**src/rtl/decode_stage_pipe_if.sv**
```systemverilog
// ============================================================================
//  Module   : decode_stage_pipe_if
//  Brief    : Fetch/execute/write-back bundle for the RV32-style decode stage.
//  Revision : 1.0
// ============================================================================
`default_nettype none

interface decode_stage_pipe_if #(
   parameter int XLEN  = 32,
   parameter int NREGS = 32
);
   localparam int AW = $clog2(NREGS);

   logic            flush;
   logic            in_valid;
   logic            in_ready;
   logic [XLEN-1:0] in_pc;
   logic [31:0]     in_instr;
   logic            out_valid;
   logic            out_ready;
   logic [XLEN-1:0] out_pc;
   logic [XLEN-1:0] out_rs1_data;
   logic [XLEN-1:0] out_rs2_data;
   logic [XLEN-1:0] out_imm;
   logic [AW-1:0]   out_rd;
   logic [AW-1:0]   out_rs1;
   logic [AW-1:0]   out_rs2;
   logic [2:0]      out_funct3;
   logic [6:0]      out_funct7;
   logic [11:0]     out_ctl;
   logic            out_illegal;
   logic            wb_en;
   logic [AW-1:0]   wb_addr;
   logic [XLEN-1:0] wb_data;

   modport master (
      output flush, in_valid, in_pc, in_instr, out_ready, wb_en, wb_addr, wb_data,
      input  in_ready, out_valid, out_pc, out_rs1_data, out_rs2_data, out_imm,
             out_rd, out_rs1, out_rs2, out_funct3, out_funct7, out_ctl, out_illegal
   );

   modport slave (
      input  flush, in_valid, in_pc, in_instr, out_ready, wb_en, wb_addr, wb_data,
      output in_ready, out_valid, out_pc, out_rs1_data, out_rs2_data, out_imm,
             out_rd, out_rs1, out_rs2, out_funct3, out_funct7, out_ctl, out_illegal
   );
endinterface

`default_nettype wire

```
**src/rtl/decode_stage_pipe.sv**
```systemverilog
// ============================================================================
//  Module   : decode_stage_pipe
//  Brief    : RV32-style decode with register file, immediate generation and a
//             valid/ready ID/EX register. Define DECODE_LOADUSE_EN to enable
//             the internal load-use interlock.
//  Revision : 1.0
// ============================================================================
`default_nettype none

module decode_stage_pipe #(
   parameter int XLEN  = 32,
   parameter int NREGS = 32
) (
   input  logic               clk,
   input  logic               reset,
   decode_stage_pipe_if.slave bus
);
   localparam int AW = $clog2(NREGS);

   localparam logic [6:0] c_OPC_LOAD   = 7'b0000011;
   localparam logic [6:0] c_OPC_OPIMM  = 7'b0010011;
   localparam logic [6:0] c_OPC_JALR   = 7'b1100111;
   localparam logic [6:0] c_OPC_STORE  = 7'b0100011;
   localparam logic [6:0] c_OPC_BRANCH = 7'b1100011;
   localparam logic [6:0] c_OPC_JAL    = 7'b1101111;
   localparam logic [6:0] c_OPC_OP     = 7'b0110011;
   localparam logic [6:0] c_OPC_LUI    = 7'b0110111;
   localparam logic [6:0] c_OPC_AUIPC  = 7'b0010111;

   // ctl: {auipc, lui, jalr, jal, alu_op[1:0], branch, mem_write, mem_read, reg_write, mem_to_reg, alu_src}
   localparam logic [11:0] c_CTL_LOAD   = 12'h00F;
   localparam logic [11:0] c_CTL_OPIMM  = 12'h085;
   localparam logic [11:0] c_CTL_JALR   = 12'h205;
   localparam logic [11:0] c_CTL_STORE  = 12'h011;
   localparam logic [11:0] c_CTL_BRANCH = 12'h060;
   localparam logic [11:0] c_CTL_JAL    = 12'h104;
   localparam logic [11:0] c_CTL_OP     = 12'h084;
   localparam logic [11:0] c_CTL_LUI    = 12'h405;
   localparam logic [11:0] c_CTL_AUIPC  = 12'h805;

   logic [31:0]     w_instr;
   logic [6:0]      w_opcode;
   logic [AW-1:0]   w_rs1_idx;
   logic [AW-1:0]   w_rs2_idx;
   logic [11:0]     w_ctl;
   logic            w_illegal;
   logic [31:0]     w_imm32;
   logic [XLEN-1:0] w_imm;
   logic [XLEN-1:0] w_rs1_data;
   logic [XLEN-1:0] w_rs2_data;
   logic            w_hazard;
   logic            w_in_ready;
   logic            w_in_fire;
   logic            w_out_fire;
   logic            w_wb_we;

   logic [XLEN-1:0] rf_q [NREGS];

   logic            valid_q,   valid_d;
   logic [XLEN-1:0] pc_q,      pc_d;
   logic [XLEN-1:0] rs1_data_q, rs1_data_d;
   logic [XLEN-1:0] rs2_data_q, rs2_data_d;
   logic [XLEN-1:0] imm_q,     imm_d;
   logic [AW-1:0]   rd_q,      rd_d;
   logic [AW-1:0]   rs1_q,     rs1_d;
   logic [AW-1:0]   rs2_q,     rs2_d;
   logic [2:0]      funct3_q,  funct3_d;
   logic [6:0]      funct7_q,  funct7_d;
   logic [11:0]     ctl_q,     ctl_d;
   logic            illegal_q, illegal_d;

   assign w_instr   = bus.in_instr;
   assign w_opcode  = w_instr[6:0];
   assign w_rs1_idx = w_instr[15 +: AW];
   assign w_rs2_idx = w_instr[20 +: AW];
   assign w_wb_we   = bus.wb_en && (bus.wb_addr != '0);

   always_comb begin
      w_ctl     = '0;
      w_illegal = 1'b0;
      w_imm32   = '0;
      case (w_opcode)
         c_OPC_LOAD: begin
            w_ctl   = c_CTL_LOAD;
            w_imm32 = {{20{w_instr[31]}}, w_instr[31:20]};
         end
         c_OPC_OPIMM: begin
            w_ctl   = c_CTL_OPIMM;
            w_imm32 = {{20{w_instr[31]}}, w_instr[31:20]};
         end
         c_OPC_JALR: begin
            w_ctl   = c_CTL_JALR;
            w_imm32 = {{20{w_instr[31]}}, w_instr[31:20]};
         end
         c_OPC_STORE: begin
            w_ctl   = c_CTL_STORE;
            w_imm32 = {{20{w_instr[31]}}, w_instr[31:25], w_instr[11:7]};
         end
         c_OPC_BRANCH: begin
            w_ctl   = c_CTL_BRANCH;
            w_imm32 = {{19{w_instr[31]}}, w_instr[31], w_instr[7],
                       w_instr[30:25], w_instr[11:8], 1'b0};
         end
         c_OPC_JAL: begin
            w_ctl   = c_CTL_JAL;
            w_imm32 = {{11{w_instr[31]}}, w_instr[31], w_instr[19:12],
                       w_instr[20], w_instr[30:21], 1'b0};
         end
         c_OPC_OP: begin
            w_ctl   = c_CTL_OP;
         end
         c_OPC_LUI: begin
            w_ctl   = c_CTL_LUI;
            w_imm32 = {w_instr[31:12], 12'b0};
         end
         c_OPC_AUIPC: begin
            w_ctl   = c_CTL_AUIPC;
            w_imm32 = {w_instr[31:12], 12'b0};
         end
         default: begin
            w_illegal = 1'b1;
         end
      endcase
   end

   generate
      if (XLEN > 32) begin : g_imm_wide
         assign w_imm = {{(XLEN-32){w_imm32[31]}}, w_imm32};
      end else begin : g_imm_native
         assign w_imm = w_imm32[XLEN-1:0];
      end
   endgenerate

   // Same-edge write-back is forwarded; x0 never forwards and always reads 0.
   always_comb begin
      w_rs1_data = '0;
      if (w_rs1_idx != '0) begin
         if (w_wb_we && (bus.wb_addr == w_rs1_idx)) w_rs1_data = bus.wb_data;
         else                                      w_rs1_data = rf_q[w_rs1_idx];
      end
   end

   always_comb begin
      w_rs2_data = '0;
      if (w_rs2_idx != '0) begin
         if (w_wb_we && (bus.wb_addr == w_rs2_idx)) w_rs2_data = bus.wb_data;
         else                                      w_rs2_data = rf_q[w_rs2_idx];
      end
   end

`ifdef DECODE_LOADUSE_EN
   logic w_uses_rs1;
   logic w_uses_rs2;

   always_comb begin
      w_uses_rs1 = 1'b0;
      w_uses_rs2 = 1'b0;
      case (w_opcode)
         c_OPC_LOAD, c_OPC_OPIMM, c_OPC_JALR: w_uses_rs1 = 1'b1;
         c_OPC_STORE, c_OPC_BRANCH, c_OPC_OP: begin
            w_uses_rs1 = 1'b1;
            w_uses_rs2 = 1'b1;
         end
         default: ;
      endcase
   end

   // Keyed on the load flag (mem_read) of the instruction held in ID/EX.
   assign w_hazard = bus.in_valid && valid_q && ctl_q[3] && (rd_q != '0) &&
                     ((w_uses_rs1 && (w_rs1_idx == rd_q)) ||
                      (w_uses_rs2 && (w_rs2_idx == rd_q)));
`else
   assign w_hazard = 1'b0;
`endif

   assign w_in_ready = bus.flush || ((!valid_q || bus.out_ready) && !w_hazard);
   assign w_in_fire  = bus.in_valid && w_in_ready;
   assign w_out_fire = valid_q && bus.out_ready;

   always_ff @(posedge clk) begin
      if (!reset) begin
         for (int i = 0; i < NREGS; i++) rf_q[i] <= '0;
      end else if (w_wb_we) begin
         rf_q[bus.wb_addr] <= bus.wb_data;
      end
   end

   always_comb begin
      valid_d    = valid_q;
      pc_d       = pc_q;
      rs1_data_d = rs1_data_q;
      rs2_data_d = rs2_data_q;
      imm_d      = imm_q;
      rd_d       = rd_q;
      rs1_d      = rs1_q;
      rs2_d      = rs2_q;
      funct3_d   = funct3_q;
      funct7_d   = funct7_q;
      ctl_d      = ctl_q;
      illegal_d  = illegal_q;
      if (bus.flush) begin
         valid_d = 1'b0;
      end else if (w_in_fire) begin
         valid_d    = 1'b1;
         pc_d       = bus.in_pc;
         rs1_data_d = w_rs1_data;
         rs2_data_d = w_rs2_data;
         imm_d      = w_imm;
         rd_d       = w_instr[7 +: AW];
         rs1_d      = w_rs1_idx;
         rs2_d      = w_rs2_idx;
         funct3_d   = w_instr[14:12];
         funct7_d   = w_instr[31:25];
         ctl_d      = w_ctl;
         illegal_d  = w_illegal;
      end else if (w_out_fire) begin
         valid_d = 1'b0;
      end
   end

   always_ff @(posedge clk) begin
      if (!reset) begin
         valid_q    <= 1'b0;
         pc_q       <= '0;
         rs1_data_q <= '0;
         rs2_data_q <= '0;
         imm_q      <= '0;
         rd_q       <= '0;
         rs1_q      <= '0;
         rs2_q      <= '0;
         funct3_q   <= '0;
         funct7_q   <= '0;
         ctl_q      <= '0;
         illegal_q  <= 1'b0;
      end else begin
         valid_q    <= valid_d;
         pc_q       <= pc_d;
         rs1_data_q <= rs1_data_d;
         rs2_data_q <= rs2_data_d;
         imm_q      <= imm_d;
         rd_q       <= rd_d;
         rs1_q      <= rs1_d;
         rs2_q      <= rs2_d;
         funct3_q   <= funct3_d;
         funct7_q   <= funct7_d;
         ctl_q      <= ctl_d;
         illegal_q  <= illegal_d;
      end
   end

   assign bus.in_ready     = w_in_ready;
   assign bus.out_valid    = valid_q;
   assign bus.out_pc       = pc_q;
   assign bus.out_rs1_data = rs1_data_q;
   assign bus.out_rs2_data = rs2_data_q;
   assign bus.out_imm      = imm_q;
   assign bus.out_rd       = rd_q;
   assign bus.out_rs1      = rs1_q;
   assign bus.out_rs2      = rs2_q;
   assign bus.out_funct3   = funct3_q;
   assign bus.out_funct7   = funct7_q;
   assign bus.out_ctl      = ctl_q;
   assign bus.out_illegal  = illegal_q;

endmodule

`default_nettype wire
```
**src/flat_wrapper.sv**
```systemverilog
// flat-port wrapper written by rule: the top's interface ports become plain ports
module decode_stage_pipe_flat 
#(
   parameter int XLEN  = 32,
   parameter int NREGS = 32
)
  (clk, reset, bus_flush, bus_in_valid, bus_in_pc, bus_in_instr, bus_out_ready, bus_wb_en, bus_wb_addr, bus_wb_data, bus_in_ready, bus_out_valid, bus_out_pc, bus_out_rs1_data, bus_out_rs2_data, bus_out_imm, bus_out_rd, bus_out_rs1, bus_out_rs2, bus_out_funct3, bus_out_funct7, bus_out_ctl, bus_out_illegal);
  decode_stage_pipe_if #(.XLEN(XLEN), .NREGS(NREGS)) bus_i ();
  input  logic clk;
  input  logic reset;
  input wire logic [$bits(bus_i.flush)-1:0] bus_flush;
  input wire logic [$bits(bus_i.in_valid)-1:0] bus_in_valid;
  input wire logic [$bits(bus_i.in_pc)-1:0] bus_in_pc;
  input wire logic [$bits(bus_i.in_instr)-1:0] bus_in_instr;
  input wire logic [$bits(bus_i.out_ready)-1:0] bus_out_ready;
  input wire logic [$bits(bus_i.wb_en)-1:0] bus_wb_en;
  input wire logic [$bits(bus_i.wb_addr)-1:0] bus_wb_addr;
  input wire logic [$bits(bus_i.wb_data)-1:0] bus_wb_data;
  output wire logic [$bits(bus_i.in_ready)-1:0] bus_in_ready;
  output wire logic [$bits(bus_i.out_valid)-1:0] bus_out_valid;
  output wire logic [$bits(bus_i.out_pc)-1:0] bus_out_pc;
  output wire logic [$bits(bus_i.out_rs1_data)-1:0] bus_out_rs1_data;
  output wire logic [$bits(bus_i.out_rs2_data)-1:0] bus_out_rs2_data;
  output wire logic [$bits(bus_i.out_imm)-1:0] bus_out_imm;
  output wire logic [$bits(bus_i.out_rd)-1:0] bus_out_rd;
  output wire logic [$bits(bus_i.out_rs1)-1:0] bus_out_rs1;
  output wire logic [$bits(bus_i.out_rs2)-1:0] bus_out_rs2;
  output wire logic [$bits(bus_i.out_funct3)-1:0] bus_out_funct3;
  output wire logic [$bits(bus_i.out_funct7)-1:0] bus_out_funct7;
  output wire logic [$bits(bus_i.out_ctl)-1:0] bus_out_ctl;
  output wire logic [$bits(bus_i.out_illegal)-1:0] bus_out_illegal;
  assign bus_i.flush = bus_flush;
  assign bus_i.in_valid = bus_in_valid;
  assign bus_i.in_pc = bus_in_pc;
  assign bus_i.in_instr = bus_in_instr;
  assign bus_i.out_ready = bus_out_ready;
  assign bus_i.wb_en = bus_wb_en;
  assign bus_i.wb_addr = bus_wb_addr;
  assign bus_i.wb_data = bus_wb_data;
  assign bus_in_ready = bus_i.in_ready;
  assign bus_out_valid = bus_i.out_valid;
  assign bus_out_pc = bus_i.out_pc;
  assign bus_out_rs1_data = bus_i.out_rs1_data;
  assign bus_out_rs2_data = bus_i.out_rs2_data;
  assign bus_out_imm = bus_i.out_imm;
  assign bus_out_rd = bus_i.out_rd;
  assign bus_out_rs1 = bus_i.out_rs1;
  assign bus_out_rs2 = bus_i.out_rs2;
  assign bus_out_funct3 = bus_i.out_funct3;
  assign bus_out_funct7 = bus_i.out_funct7;
  assign bus_out_ctl = bus_i.out_ctl;
  assign bus_out_illegal = bus_i.out_illegal;
  decode_stage_pipe #(.XLEN(XLEN), .NREGS(NREGS)) u_core (.clk(clk), .reset(reset), .bus(bus_i));
endmodule
```
**config.mk**
```make
export PLATFORM = sky130hd
export DESIGN_NAME = decode_stage_pipe_flat
export DESIGN_NICKNAME = d
export VERILOG_FILES = /design/src/rtl/decode_stage_pipe_if.sv /design/src/rtl/decode_stage_pipe.sv /design/src/flat_wrapper.sv
export SDC_FILE = /design/constraint.sdc
export NUM_CORES = 2
export LEC_CHECK = 0
export ABC_CLOCK_PERIOD_IN_PS = 4500
export BUFFER_PORTS_ARGS = -buffer_cell sky130_fd_sc_hd__buf_2
export CAP_MARGIN = 20
export CELL_PAD_IN_SITES_DETAIL_PLACEMENT = 1
export CELL_PAD_IN_SITES_GLOBAL_PLACEMENT = 2
export CORE_UTILIZATION = 35
export DETAILED_ROUTE_END_ITERATION = 7
export PLACE_DENSITY_LB_ADDON = 0.08
export SLEW_MARGIN = 15
export SYNTH_ARGS = -nofsm -noshare
export SYNTH_HDL_FRONTEND = slang
export SYNTH_SLANG_ARGS = --single-unit
```
**constraint.sdc**
```tcl
create_clock -name clk -period 4.5 [get_ports clk]
set_input_delay 0.45 -clock clk [delete_from_list [all_inputs] [get_ports clk]]
set_output_delay 0.45 -clock clk [all_outputs]
set_load 0.05 [all_outputs]
```
; Word level (Yosys, flattened, before mapping)
; Memories as Yosys holds them, arrays and structs flattened.
; Cells that the tools add are included.
[classes]
n_bitwise = 2
reduce_logical = 18
eq_ne = 11
muxes = 16
[ops]
columns = op, n
row1 = $mux W32, 5
row2 = $pmux W32 S5, 1
row3 = $pmux W12 S9, 1
row4 = $reduce_or A32 Y1, 1
row5 = $eq A7 B6 Y1 const B, 3
row6 = $eq A7 B7 Y1 const B, 3
row7 = $reduce_bool A5 Y1, 3
row8 = $eq A7 B5 Y1 const B, 2
row9 = $eq A5 B5 Y1, 2
row10 = $reduce_or A9 Y1, 1
row11 = $mux W1, 8
row12 = $eq A7 B2 Y1 const B, 1
row13 = $logic_and A1 B1 Y1, 5
row14 = $mux W5, 1
row15 = $reduce_or A2 Y1, 2
row16 = $reduce_or A3 Y1, 1
row17 = $logic_or A1 B1 Y1, 2
row18 = $not A1 Y1, 2
row19 = $reduce_and A2 Y1, 1
row20 = $reduce_bool A2 Y1, 1
row21 = $logic_not A1 Y1, 1
[totals]
mem_bits_rw = 1024
input_bits = 107
out_inout_bits = 168
register_bits = 167
memories = 1
[mem_list]
columns = name, depth, word_bits, read_ports, rd_ports_with_merged_regs, write_ports, line_no
row1 = u_core.rf_q, 32, 32, 2, 0, 32, decode_stage_pipe.sv:57  ; logic [XLEN-1:0] rf_q [NREGS];

; Longest topological paths before layout
[logic_depth]
depth_word = 7
ltp_mapped = 9
mapped_depth_nobuf = 5

; Least setup slack after synthesis
; Ideal clock, no wire load.
[synth_path]
kind = input to register
startpoint = input port bus_wb_addr[3]
endpoint = memory u_core.rf_q[12][0] (enable)
arrival_time_ns = 3.565
setup_slack_ns = 0.469
setup_time_ns = 0.466
cell_stages = 6
n_path_buf = 3
required_ns = 4.034
path_cell_list = buf_2 > or3_1 > buf_2 > nand3b_1 > clkbuf_1 > o21ai_0
[synth_lines]
columns = item, line_no
row1 = "start, declared", flat_wrapper.sv:17  ; input wire logic [$bits(bus_i.wb_addr)-1:0] bus_wb_addr;
row2 = "end, declared", decode_stage_pipe.sv:57

==> results by group <==
Setup path
  – Critical path buffers and inverters: 5
  – Startpoint Class: input pin
  – CP max FO: 33
  – Cell with the most instances on the worst path: buf_4
  – Crit Path Category: input pin to flip-flop
  – CP cell instances: dlygate4sd3_1, buf_4, buf_4, nand4b_1, buf_4, o21ai_4, buf_12
  – Crit end category: flip-flop
  – Slowest stage delay, CP: 770 ps
  – CP Data Required Time: 4980 ps
  – Critical path arrival: 3580 ps
  – CP delay by family, top: buffers and inverters
  – CP max stage cell: buf_4

Route
  – WL per Instance: 34.9 um
  – Drc violations: 0
  – Antenna Nets Post-Route: 0
  – Starting DRT DRC Count: 4011
  – First-pass DRT Iterations: 5
  – Via count: 41100
  – Routed Wire Length: 244 mm
  – DR vias/cell: 5.88

CTS
  – CTS tree: yes
  – Htree depth: 4
  – Hold-fix buffers, CTS: 51
  – Max Buffers Root-to-Sink: 3
  – Inserted Clock Buffers: 146
  – Number of setup buffers added after CTS: 0
  – Root Buffer: clkbuf_16
  – Clock tree sinks: 1189
  – Worst-Skew Late Latency: 800 ps
  – Worst-path clk slew: 60 ps
  – Post_cts resized: 0

Power
  – IR Drop Worst-Case VDD: 0.000335 V
  – Comb pwr share: 11.3%
  – Sequential group share of total power: 46.7%
  – Leakage power: 25.4 nW
  – Int Pwr: 20.4 mW
  – Tot Pwr: 27.6 mW
  – Sw Pwr: 7.27 mW
  – Clock Power Share: 42.0%
  – Switching Share: 26.3%
  – PwrDens: 397 mW/mm^2

Cells and area
  – Layout Nets: 4746
  – Finished Layout Cells: 6984
  – Util after Layout: 41.2%
  – Cell area after layout: 0.0697 mm^2
  – Layout area overhead: 16.9%
  – Layout cells sized above 1: 21.1%

Synthesis
  – Netlist cell types: 61
  – Synth Warn #: 0
  – Post-synthesis area per instance: 13.5 um^2
  – Seq cells post-synth: 1189
  – EDFF count, synth: 1024
  – Main flop type after synthesis: edfxtp_1
  – Post-Synthesis Cells: 4426
  – Async SR Flop Fraction: 0%
  – Post-synthesis sequential area ratio: 57.1%
  – Post-Syn Area: 0.0596 mm^2

STA
  – Max-slew headroom at the worst pin: 29.4%
  – Setup ws final: 1390 ps
  – Fin crit share: 69.1%
  – Worst clock skew: 30.5 ps
  – Hold WS: 68.6 ps
  – Least-Margin Pin Slew: 1060 ps
  – Fmax: 322 MHz
  – Final hold viol count: 0
  – RSZ-0062 raised after global routing: no
  – Final setup fails: 0
  – Fin. max-slew vios: 0
  – Min Tclk post-route: 3110 ps
  – Setup_tns: 0 ps

Floorplan
  – Core box area: 0.169 mm^2
  – DIE HEIGHT: 415 um
  – Io pins: 275
  – Die Area: 0.172 mm^2
  – Row count: 151
  – Die Span X: 415 um
  – Initial Utilization: 35.2%

Global route
  – Largest net degree at the start of global routing: 90
  – Vias in the first global route: 41800
  – First-pass GRT wire length: 338 mm
  – GRT overflow: 0
  – Initial antenna violation count: 34
  – GRT Overall Usage: 27.9%

Place
  – Routability congestion estimate from global placement: 0.826
  – Placed cell count: 6657
  – Place WS: 1080 ps
  – Placed instance area: 0.0645 mm^2
  – Half-perimeter wire length after placement: 150 mm
  – PortBufs: 274

Hold path
  – Type of the worst min-delay path: input pin to flip-flop

Flow run
  – Max Cap Viol: 0

Status
  – Outcome: complete, no violations
[power by group through the flow]
stage | logic (mW) | clock network [mW] | registers, mW
6_report | 3.12 | 11.6 | 12.9
5_1_grt | 3.23 | 12.2 | 13.0
4_1_cts | 3.11 | 11.8 | 12.9
3_5_place_dp | 3.07 | 0 | 13.1
3_3_place_gp | 3.07 | 0 | 13.1
2_1_floorplan | 1.56 | 0 | 13.3
[layout by cell type (no fill, tap or decap), types with 51 or more instances in the layout]
cell           count
mux4_2           260
a221o_1           72
clkbuf_16        154
a22oi_1          252
nand4_1           65
dlygate4sd3_1     51
o22ai_1          126
dfxtp_1          165
and2_1           996
buf_2            269
mux2i_1          504
a21oi_1           77
nor4_1            64
buf_4            138
edfxtp_1        1024
nand2_1          142
[synth_stat cells, drive strengths merged, types with 2 or more instances]
cell type  instances  area [um^2]
o21ai             52          260
or3b               2         17.5
nand3             10         50.1
a2111oi            3         63.8
or4b               2         20.0
or3                3         18.8
o31ai              2         20.0
nand3b             8         60.1
inv                5         18.8
and3               2         12.5
mux4             260         5860
nor3               4         36.3
o22a               2         17.5
nor4b              8          101
mux2i            504         5040
a221oi             5         43.8
o22ai            126          788
a2bb2oi            6         52.6
a21oi             77          385
a221o             72          721
and2             996         6230
xnor2             10         87.6
edfxtp          1024        30700
or2                3         18.8
nor2              53          201
nand2            144          541
a31oi              2         12.5
a32o               3         30.0
clkbuf           338         1270
nand4             65          407
o41ai              2         17.5
buf              125          634
and4b              2         20.0
nand2b             3         18.8
dfxtp            165         3300
a22oi            252         1890
nor4              67          432
nor4bb             6         60.1
[sequential cells by signal, summed over array words and instances (netlist names), 7 cells and up]
| signal | flops |
|---|---|
| u_core.rf_q | 1024 |
| u_core.bus.out_rs2_data | 32 |
| u_core.bus.out_funct7 | 7 |
| u_core.bus.out_rs1_data | 32 |
| u_core.bus.out_pc | 32 |
| u_core.bus.out_imm | 32 |
| u_core.bus.out_ctl | 10 |
[worst register-to-register path: stages (launching register included)]
cell	delay [ps]
dfxtp_1	320
and2b_1	460
nor2_4	100
nor2_4	710
buf_4	910
a221o_1	390
[final timing paths]
check	startpoint	endpoint	slack, ps	depth (start not counted)
worst max register to register	u_core.bus.out_valid	u_core.bus.out_rs2_data[1]	1560	5
worst max-delay path	reset	u_core.rf_q[10][27]	1390	7
worst min-delay path	bus_in_instr[20]	u_core.bus.out_imm[11]	70	3
worst min register to register	u_core.bus.out_imm[30]	u_core.bus.out_imm[30]	450	2
[cell families after synthesis]
family / after synthesis / share of synthesized area (%)
AOI/OAI and AO/OA: 611 / 7.33
xor gates and xnor gates: 10 / 0.147
buffers and inverters: 468 / 3.22
DFF: 1189 / 57.1
muxes: 764 / 18.3
other: 1 / 0.00629
and+or+nand+nor: 1383 / 13.9
[routing by layer]
metal / GRT usage (%) / part of all wire (%) / vias to the layer above
met3: 4.34 / 6.1 / 327
met1: 38.9 / 44 / 22000
met4: 8.20 / 2.8 / 4
met5: 0 / 0.011 / -
met2: 44.8 / 47 / 1405
li1: - / - / 17300
[layout make-up]
class                           count  area, um^2
Fill cell                       17200       99600
Sequential cell                  1189       34100
Multi-Input combinational cell   2800       24600
Clock buffer                      210        4250
Timing Repair Buffer              497        3640
Tap cell                         2218        2780
Clock inverter                     49         344
Antenna cell                       16        40.0
Inverter                            5        21.3
Note: power is estimated with default switching activity, not from simulation.
